File: src/rtl/seq_pkg.sv
`default_nettype none
// ============================================================================
// seq_pkg : shared types and default widths for the sequence point scheduler
// Rev 1.0
// ============================================================================
package seq_pkg;

  localparam int SEQ_IDX_W = 16;
  localparam int SEQ_DIV_W = 16;

  typedef enum logic [1:0] {
    SEQ_LOOP     = 2'd0,
    SEQ_ONESHOT  = 2'd1,
    SEQ_PINGPONG = 2'd2,
    SEQ_RSVD     = 2'd3
  } seq_mode_t;

  typedef enum logic [1:0] {
    IDLE = 2'd0,
    RUN  = 2'd1,
    HOLD = 2'd2
  } sched_state_t;

  function automatic seq_mode_t to_mode(input logic [1:0] raw);
    return seq_mode_t'(raw);
  endfunction

endpackage
`default_nettype wire

File: src/rtl/seq_tick_divider.sv
`default_nettype none
// ============================================================================
// seq_tick_divider : counts reference ticks, pulses adv every DIV ticks
// Rev 1.0
// ============================================================================
module seq_tick_divider
  import seq_pkg::*;
#(
  parameter int DIV_W = SEQ_DIV_W
) (
  input  logic             clk,
  input  logic             rst_n,
  input  logic             clr,
  input  logic             tick,
  input  logic [DIV_W-1:0] div,
  output logic             adv
);

  logic [DIV_W-1:0] div_cnt_q;
  logic [DIV_W-1:0] div_cnt_d;
  logic [DIV_W-1:0] last_cnt;

  // A divider of 0 behaves as 1, so the last count is 0 in both cases.
  assign last_cnt = (div == '0) ? '0 : div - 1'b1;
  assign adv      = tick && !clr && (div_cnt_q >= last_cnt);

  always_comb begin
    div_cnt_d = div_cnt_q;
    if (clr) begin
      div_cnt_d = '0;
    end else if (tick) begin
      div_cnt_d = adv ? '0 : div_cnt_q + 1'b1;
    end
  end

  always_ff @(posedge clk or negedge rst_n) begin
    if (!rst_n) begin
      div_cnt_q <= '0;
    end else begin
      div_cnt_q <= div_cnt_d;
    end
  end

endmodule
`default_nettype wire

File: src/rtl/seq_point_scheduler.sv
`default_nettype none
// ============================================================================
// seq_point_scheduler : SYNC-aligned sequence point index with fetch handshake
// Rev 1.0
// ============================================================================
module seq_point_scheduler
  import seq_pkg::*;
#(
  parameter int IDX_W = SEQ_IDX_W,
  parameter int DIV_W = SEQ_DIV_W
) (
  input  logic             clk,
  input  logic             rst_n,
  input  logic             sync,
  input  logic             ref_clk_tick,
  input  logic             en,
  input  logic             cfg_we,
  input  logic [IDX_W-1:0] cycle,
  input  logic [DIV_W-1:0] div,
  input  logic [1:0]       mode,
  output logic [IDX_W-1:0] idx,
  output logic             step,
  output logic             wrap,
  output logic             done,
  output logic             req,
  output logic [IDX_W-1:0] req_idx,
  input  logic             ack,
  output logic             overrun,
  output logic             cfg_pending
);

  sched_state_t     state_q, state_d;
  logic [IDX_W-1:0] idx_q, idx_d;
  logic             dir_up_q, dir_up_d;
  logic             done_q, done_d;
  logic             step_q, step_d;
  logic             wrap_q, wrap_d;
  logic             req_q, req_d;
  logic [IDX_W-1:0] req_idx_q, req_idx_d;
  logic             overrun_q, overrun_d;
  logic             cfg_pending_q, cfg_pending_d;

  logic [IDX_W-1:0] act_cycle_q, act_cycle_d;
  logic [DIV_W-1:0] act_div_q, act_div_d;
  seq_mode_t        act_mode_q, act_mode_d;
  logic [IDX_W-1:0] shd_cycle_q, shd_cycle_d;
  logic [DIV_W-1:0] shd_div_q, shd_div_d;
  seq_mode_t        shd_mode_q, shd_mode_d;

  logic             div_tick;
  logic             adv;
  logic [IDX_W-1:0] adv_idx;
  logic             adv_dir_up;
  logic             adv_step;
  logic             adv_wrap;
  logic             adv_done;

  // Ticks only count while running; SYNC and EN low both take precedence.
  assign div_tick = ref_clk_tick && en && !sync && (state_q == RUN);

  seq_tick_divider #(
    .DIV_W (DIV_W)
  ) u_div (
    .clk   (clk),
    .rst_n (rst_n),
    .clr   (sync),
    .tick  (div_tick),
    .div   (act_div_q),
    .adv   (adv)
  );

  // Next index for one divider advance under the active playback mode.
  always_comb begin
    adv_idx    = idx_q;
    adv_dir_up = dir_up_q;
    adv_step   = 1'b0;
    adv_wrap   = 1'b0;
    adv_done   = 1'b0;
    unique case (act_mode_q)
      SEQ_ONESHOT: begin
        if (idx_q == act_cycle_q) begin
          adv_done = 1'b1;
        end else begin
          adv_idx  = idx_q + 1'b1;
          adv_step = 1'b1;
          adv_done = (adv_idx == act_cycle_q);
        end
      end
      SEQ_PINGPONG: begin
        adv_step = 1'b1;
        if (act_cycle_q == '0) begin
          adv_idx = '0;
        end else if (dir_up_q) begin
          if (idx_q == act_cycle_q) begin
            adv_dir_up = 1'b0;
            adv_idx    = idx_q - 1'b1;
          end else begin
            adv_idx = idx_q + 1'b1;
          end
        end else begin
          if (idx_q == '0) begin
            adv_dir_up = 1'b1;
            adv_idx    = idx_q + 1'b1;
          end else begin
            adv_idx = idx_q - 1'b1;
          end
        end
        adv_wrap = (adv_idx == '0);
      end
      default: begin
        adv_step = 1'b1;
        if (idx_q == act_cycle_q) begin
          adv_idx  = '0;
          adv_wrap = 1'b1;
        end else begin
          adv_idx = idx_q + 1'b1;
        end
      end
    endcase
  end

  always_comb begin
    state_d       = state_q;
    idx_d         = idx_q;
    dir_up_d      = dir_up_q;
    done_d        = done_q;
    step_d        = 1'b0;
    wrap_d        = 1'b0;
    req_d         = req_q;
    req_idx_d     = req_idx_q;
    overrun_d     = overrun_q;
    cfg_pending_d = cfg_pending_q;
    act_cycle_d   = act_cycle_q;
    act_div_d     = act_div_q;
    act_mode_d    = act_mode_q;
    shd_cycle_d   = shd_cycle_q;
    shd_div_d     = shd_div_q;
    shd_mode_d    = shd_mode_q;

    if (req_q && ack) begin
      req_d = 1'b0;
    end

    if (cfg_we) begin
      shd_cycle_d   = cycle;
      shd_div_d     = div;
      shd_mode_d    = to_mode(mode);
      cfg_pending_d = 1'b1;
    end

    if (sync) begin
      // A write coinciding with SYNC bypasses the shadow and applies at once.
      if (cfg_we) begin
        act_cycle_d = cycle;
        act_div_d   = div;
        act_mode_d  = to_mode(mode);
      end else if (cfg_pending_q) begin
        act_cycle_d = shd_cycle_q;
        act_div_d   = shd_div_q;
        act_mode_d  = shd_mode_q;
      end
      cfg_pending_d = 1'b0;
      idx_d         = '0;
      done_d        = 1'b0;
      dir_up_d      = 1'b1;
      overrun_d     = 1'b0;
      if (en) begin
        state_d   = RUN;
        step_d    = 1'b1;
        req_d     = 1'b1;
        req_idx_d = '0;
      end else begin
        state_d = IDLE;
      end
    end else if (!en) begin
      state_d = IDLE;
      done_d  = 1'b0;
    end else if (adv) begin
      dir_up_d = adv_dir_up;
      if (adv_step) begin
        idx_d     = adv_idx;
        step_d    = 1'b1;
        wrap_d    = adv_wrap;
        req_d     = 1'b1;
        req_idx_d = adv_idx;
        // An ACK in the same cycle retires the old request cleanly.
        if (req_q && !ack) begin
          overrun_d = 1'b1;
        end
      end
      if (adv_done) begin
        done_d  = 1'b1;
        state_d = HOLD;
      end
    end
  end

  always_ff @(posedge clk or negedge rst_n) begin
    if (!rst_n) begin
      state_q       <= IDLE;
      idx_q         <= '0;
      dir_up_q      <= 1'b1;
      done_q        <= 1'b0;
      step_q        <= 1'b0;
      wrap_q        <= 1'b0;
      req_q         <= 1'b0;
      req_idx_q     <= '0;
      overrun_q     <= 1'b0;
      cfg_pending_q <= 1'b0;
      act_cycle_q   <= '0;
      act_div_q     <= DIV_W'(1);
      act_mode_q    <= SEQ_LOOP;
      shd_cycle_q   <= '0;
      shd_div_q     <= '0;
      shd_mode_q    <= SEQ_LOOP;
    end else begin
      state_q       <= state_d;
      idx_q         <= idx_d;
      dir_up_q      <= dir_up_d;
      done_q        <= done_d;
      step_q        <= step_d;
      wrap_q        <= wrap_d;
      req_q         <= req_d;
      req_idx_q     <= req_idx_d;
      overrun_q     <= overrun_d;
      cfg_pending_q <= cfg_pending_d;
      act_cycle_q   <= act_cycle_d;
      act_div_q     <= act_div_d;
      act_mode_q    <= act_mode_d;
      shd_cycle_q   <= shd_cycle_d;
      shd_div_q     <= shd_div_d;
      shd_mode_q    <= shd_mode_d;
    end
  end

  assign idx         = idx_q;
  assign step        = step_q;
  assign wrap        = wrap_q;
  assign done        = done_q;
  assign req         = req_q;
  assign req_idx     = req_idx_q;
  assign overrun     = overrun_q;
  assign cfg_pending = cfg_pending_q;

endmodule
`default_nettype wire
File: config.mk
export PLATFORM = sky130hd
export DESIGN_NAME = seq_point_scheduler
export DESIGN_NICKNAME = d
export VERILOG_FILES = /design/src/rtl/seq_pkg.sv /design/src/rtl/seq_tick_divider.sv /design/src/rtl/seq_point_scheduler.sv
export SDC_FILE = /design/constraint.sdc
export NUM_CORES = 1
export LEC_CHECK = 0
export BUFFER_PORTS_ARGS = -buffer_cell sky130_fd_sc_hd__buf_2
export CAP_MARGIN = 20
export CORE_MARGIN = 1.5
export CORE_UTILIZATION = 30
export DETAILED_ROUTE_END_ITERATION = 16
export HOLD_SLACK_MARGIN = 0.05
export REMOVE_ABC_BUFFERS = 1
export SLEW_MARGIN = 20
export SYNTH_ARGS = -nofsm -noshare
export SYNTH_HDL_FRONTEND = slang
export SYNTH_SLANG_ARGS = --single-unit
File: constraint.sdc
create_clock -name clk -period 7.07 [get_ports clk]
set_clock_uncertainty 0.1 [all_clocks]
set_input_delay 0.3535 -clock clk [delete_from_list [all_inputs] [get_ports clk]]
set_output_delay 0.3535 -clock clk [all_outputs]
set_load 0.1 [all_outputs]
==> key figures <==
Power
  • Leak: 0.004073 uW
  • Peak VDD IR: 0.1399 mV
  • Seq pwr share: 0.426
  • Switching share of power: 0.2771
  • Proportion of power drawn by combinational gates: 0.138
  • Overall Power: 1928 uW
  • Sw power: 534.4 uW
  • Pwr per Cell Area: 226.9 mW/mm2
  • Int Pwr: 1394 uW
  • Clock network fraction of total power: 0.435

Synthesis
  • Count of different cell masters after synthesis: 62
  • Flip-flop and latch count after synthesis: 124
  • Leading post-synthesis cells by cell area: dfrtp_1, mux2_2, xor2_1
  • Mapped Area: 0.007202 mm2
  • Top post-synthesis cells by count: dfrtp_1, nand2_1, mux2_2, nor2_1, xor2_1
  • Seq/Total Area, Yosys: 0.4312
  • YS warnings: 0
  • Gate Count Post-Synth: 726
  • Most common cell in the synthesized netlist: dfrtp_1
  • Area leader, netlist: dfrtp_1
  • Async S/R FF share, synth: 1.000
  • Avg Cell Area, Syn: 9.920 um2
  • EDFF count, synth: 0
  • Commonest register cell after synthesis: dfrtp_1
  • Area fraction of the dominant cell type after synthesis: 0.4239

Final layout
  • Post-layout nets: 862
  • Synth-to-Final Area Change: 18.02%
  • Design area: 0.008499 mm2
  • Post-layout util: 0.3610
  • Fill cells: 2418
  • Share of layout cells above drive strength 1: 0.2386
  • Ant. Diodes: 0

Placement
  • Gp weighted congestion: 0.9374
  • Number of buffers added on ports: 78
  • Final HPWL DP: 14.33 mm
  • Placed Area: 0.007889 mm2

Route
  • Residual DRC count: 0
  • Vias per Instance: 5.127
  • ANT nets after route: 0
  • Via Count: 5783
  • Initial DRC Count: 407
  • DRT Wirelength: 19.69 mm
  • DR pass1 iterations: 7
  • DR WL/cell: 17.46 um

Clock tree
  • Clk Latency, worst-skew pair: 0.42 ns
  • Clk sinks: 124
  • CTS Buf Count: 17
  • Clock Pin Slew Worst Setup and Hold Paths: 0.06 ns
  • Root Buffer: clkbuf_16
  • Post-CTS Setup Bufs: 0
  • CTS tree: done
  • Clock Path Buffers: 2
  • H-tree levels: 4

Global routing
  • Vias in the first global route: 5781
  • First-pass GRT wire length: 31.23 mm
  • Tot GR Track Use: 0.1648
  • Initial antenna violation count: 0
  • Largest net degree at the start of global routing: 84
  • Grt ovf: 0

Floorplanning
  • Area of the core: 0.02354 mm2
  • FP Rows: 56
  • Initial Utilization: 0.3059
  • Chip height: 157.9 um
  • DIE AREA: 0.02495 mm2
  • Ports: 79
  • Die X: 157.9 um

Timing
  • Pin slew with the least headroom to its limit: 0.8589 ns
  • Final setup fails: 0
  • Setup_tns: 0 ns
  • Clock period minus worst slack: 4.696 ns
  • Fin. max-slew vios: 0
  • Headroom to the max-slew limit: 0.4274
  • Fmax: 213.0 MHz
  • RSZ-0062 raised after global routing: no
  • Period utilization: 0.6641
  • Fin. Hold Viols: 0

Worst hold path
  • Worst Hold Class: in -> reg

Worst setup path
  • Crit path buffers/inverters: 1
  • CP arrival: 4.95 ns
  • Worst setup SP type: flop
  • CP max stage cell: nor4_1
  • Crit-path cells: nor4_1, nand4b_1, or3_1, a21bo_2, ha_1, a21o_1, a21o_1, a21oi_1, o211ai_1, a221o_1, and2_0, a21oi_1, buf_4, nand2_1, nand2_1
  • Setup Crit Path Kind: reg -> reg
  • Crit-path leading delay family: simple AND/OR/NAND/NOR gates
  • Crit path max fanout: 16
  • Crit end category: flop
  • CP peak stage delay: 0.68 ns
  • CP required: 7.32 ns

Job
  • Max-cap violations: 0

Run status
  • Status: finished clean
-- metal layers --
| layer | GRT usage | share of wire |
|---|---|---|
| met4 | 0.06542 | 0.025 |
| met1 | 0.2041 | 0.44 |
| met5 | 0 | 0 |
| met3 | 0.03778 | 0.057 |
| met2 | 0.2774 | 0.48 |
-- cell families after synthesis --
group,after synthesis,share of synthesized area
simple gates,265,0.1835
xor+xnor,76,0.09243
fa+ha+maj,25,0.04343
buf+inv,49,0.02866
compound gates,115,0.1089
mux,72,0.1119
flops,124,0.4312
-- state kept, by name, summed over array words and instances (netlist names) --
register,cells
act_cycle_q,16
act_div_q,16
idx,16
req_idx,16
shd_cycle_q,16
shd_div_q,16
u_div.div_cnt_q,16
act_mode_q,2
shd_mode_q,2
cfg_pending,1
dir_up_q,1
done,1
overrun,1
req,1
state_q,1
step,1
wrap,1
-- power by group through the flow --
stage	Combinational (uW)	Clock [uW]	Sequential (uW)
CTS	267	862	823
floorplan	181	0	828
global route	299	890	831
global placement	261	0	832
finish	267	840	822
detailed placement	264	0	835
-- path summary, 6_finish.rpt --
path | from | end | slack [ns] | cells past startpoint
worst max-delay path | act_div_q[3] | idx[15] | 2.37 | 15
worst min-delay path | cycle[9] | shd_cycle_q[9] | 0.09 | 2
worst max register to register | act_div_q[3] | idx[15] | 2.37 | 15
worst min register to register | req_idx[8] | req_idx[8] | 0.37 | 2
max in group asynchronous | rst_n | u_div.div_cnt_q[4] | 5.38 | 3
min in group asynchronous | rst_n | shd_cycle_q[12] | 0.37 | 2
-- cell usage in the layout (no fill, tap or decap), types with 6 or more instances in the layout --
master	count
nor2_1	54
clkbuf_16	17
xnor2_1	31
mux2_2	68
ha_1	25
buf_2	77
nand4_1	20
a21oi_1	19
a21o_1	23
o21ai_0	23
xor2_1	45
and3_1	10
nand3_1	16
dfrtp_1	122
nor3_1	23
nand2b_1	6
nor4_1	15
inv_1	15
nand2_1	83
-- through the flow --
| stage | setup WS, ns | hold WS, ns | instances |
|---|---|---|---|
| floorplan | 2.780 | -0.04209 | 693 |
| global placement | 2.175 | 0.2717 | 1093 |
| detailed placement | 2.424 | 0.2749 | 1094 |
| CTS | 2.412 | 0.06868 | 1127 |
| global route | 2.003 | 0.07952 | 1128 |
| finish | 2.374 | 0.08543 | 1128 |
-- timing repair --
item / in CTS / in global routing
resized for setup: 0 / 0
hold buffers: 1 / 0
endpoints found under the hold margin: 41 / 0
-- final cells by class --
cell class / instances / area [um2] / area share
clock inverter: 13 / 116.4 / 0.01369
timing repair buffer: 84 / 464.2 / 0.05462
tap: 319 / 399.1 / 0.04696
sequential: 124 / 3105 / 0.3654
clock buffer: 19 / 452.9 / 0.05329
inverter: 16 / 60.06 / 0.007066
multi-input combinational: 553 / 3901 / 0.4590
Note: power is estimated with default switching activity, not from simulation.
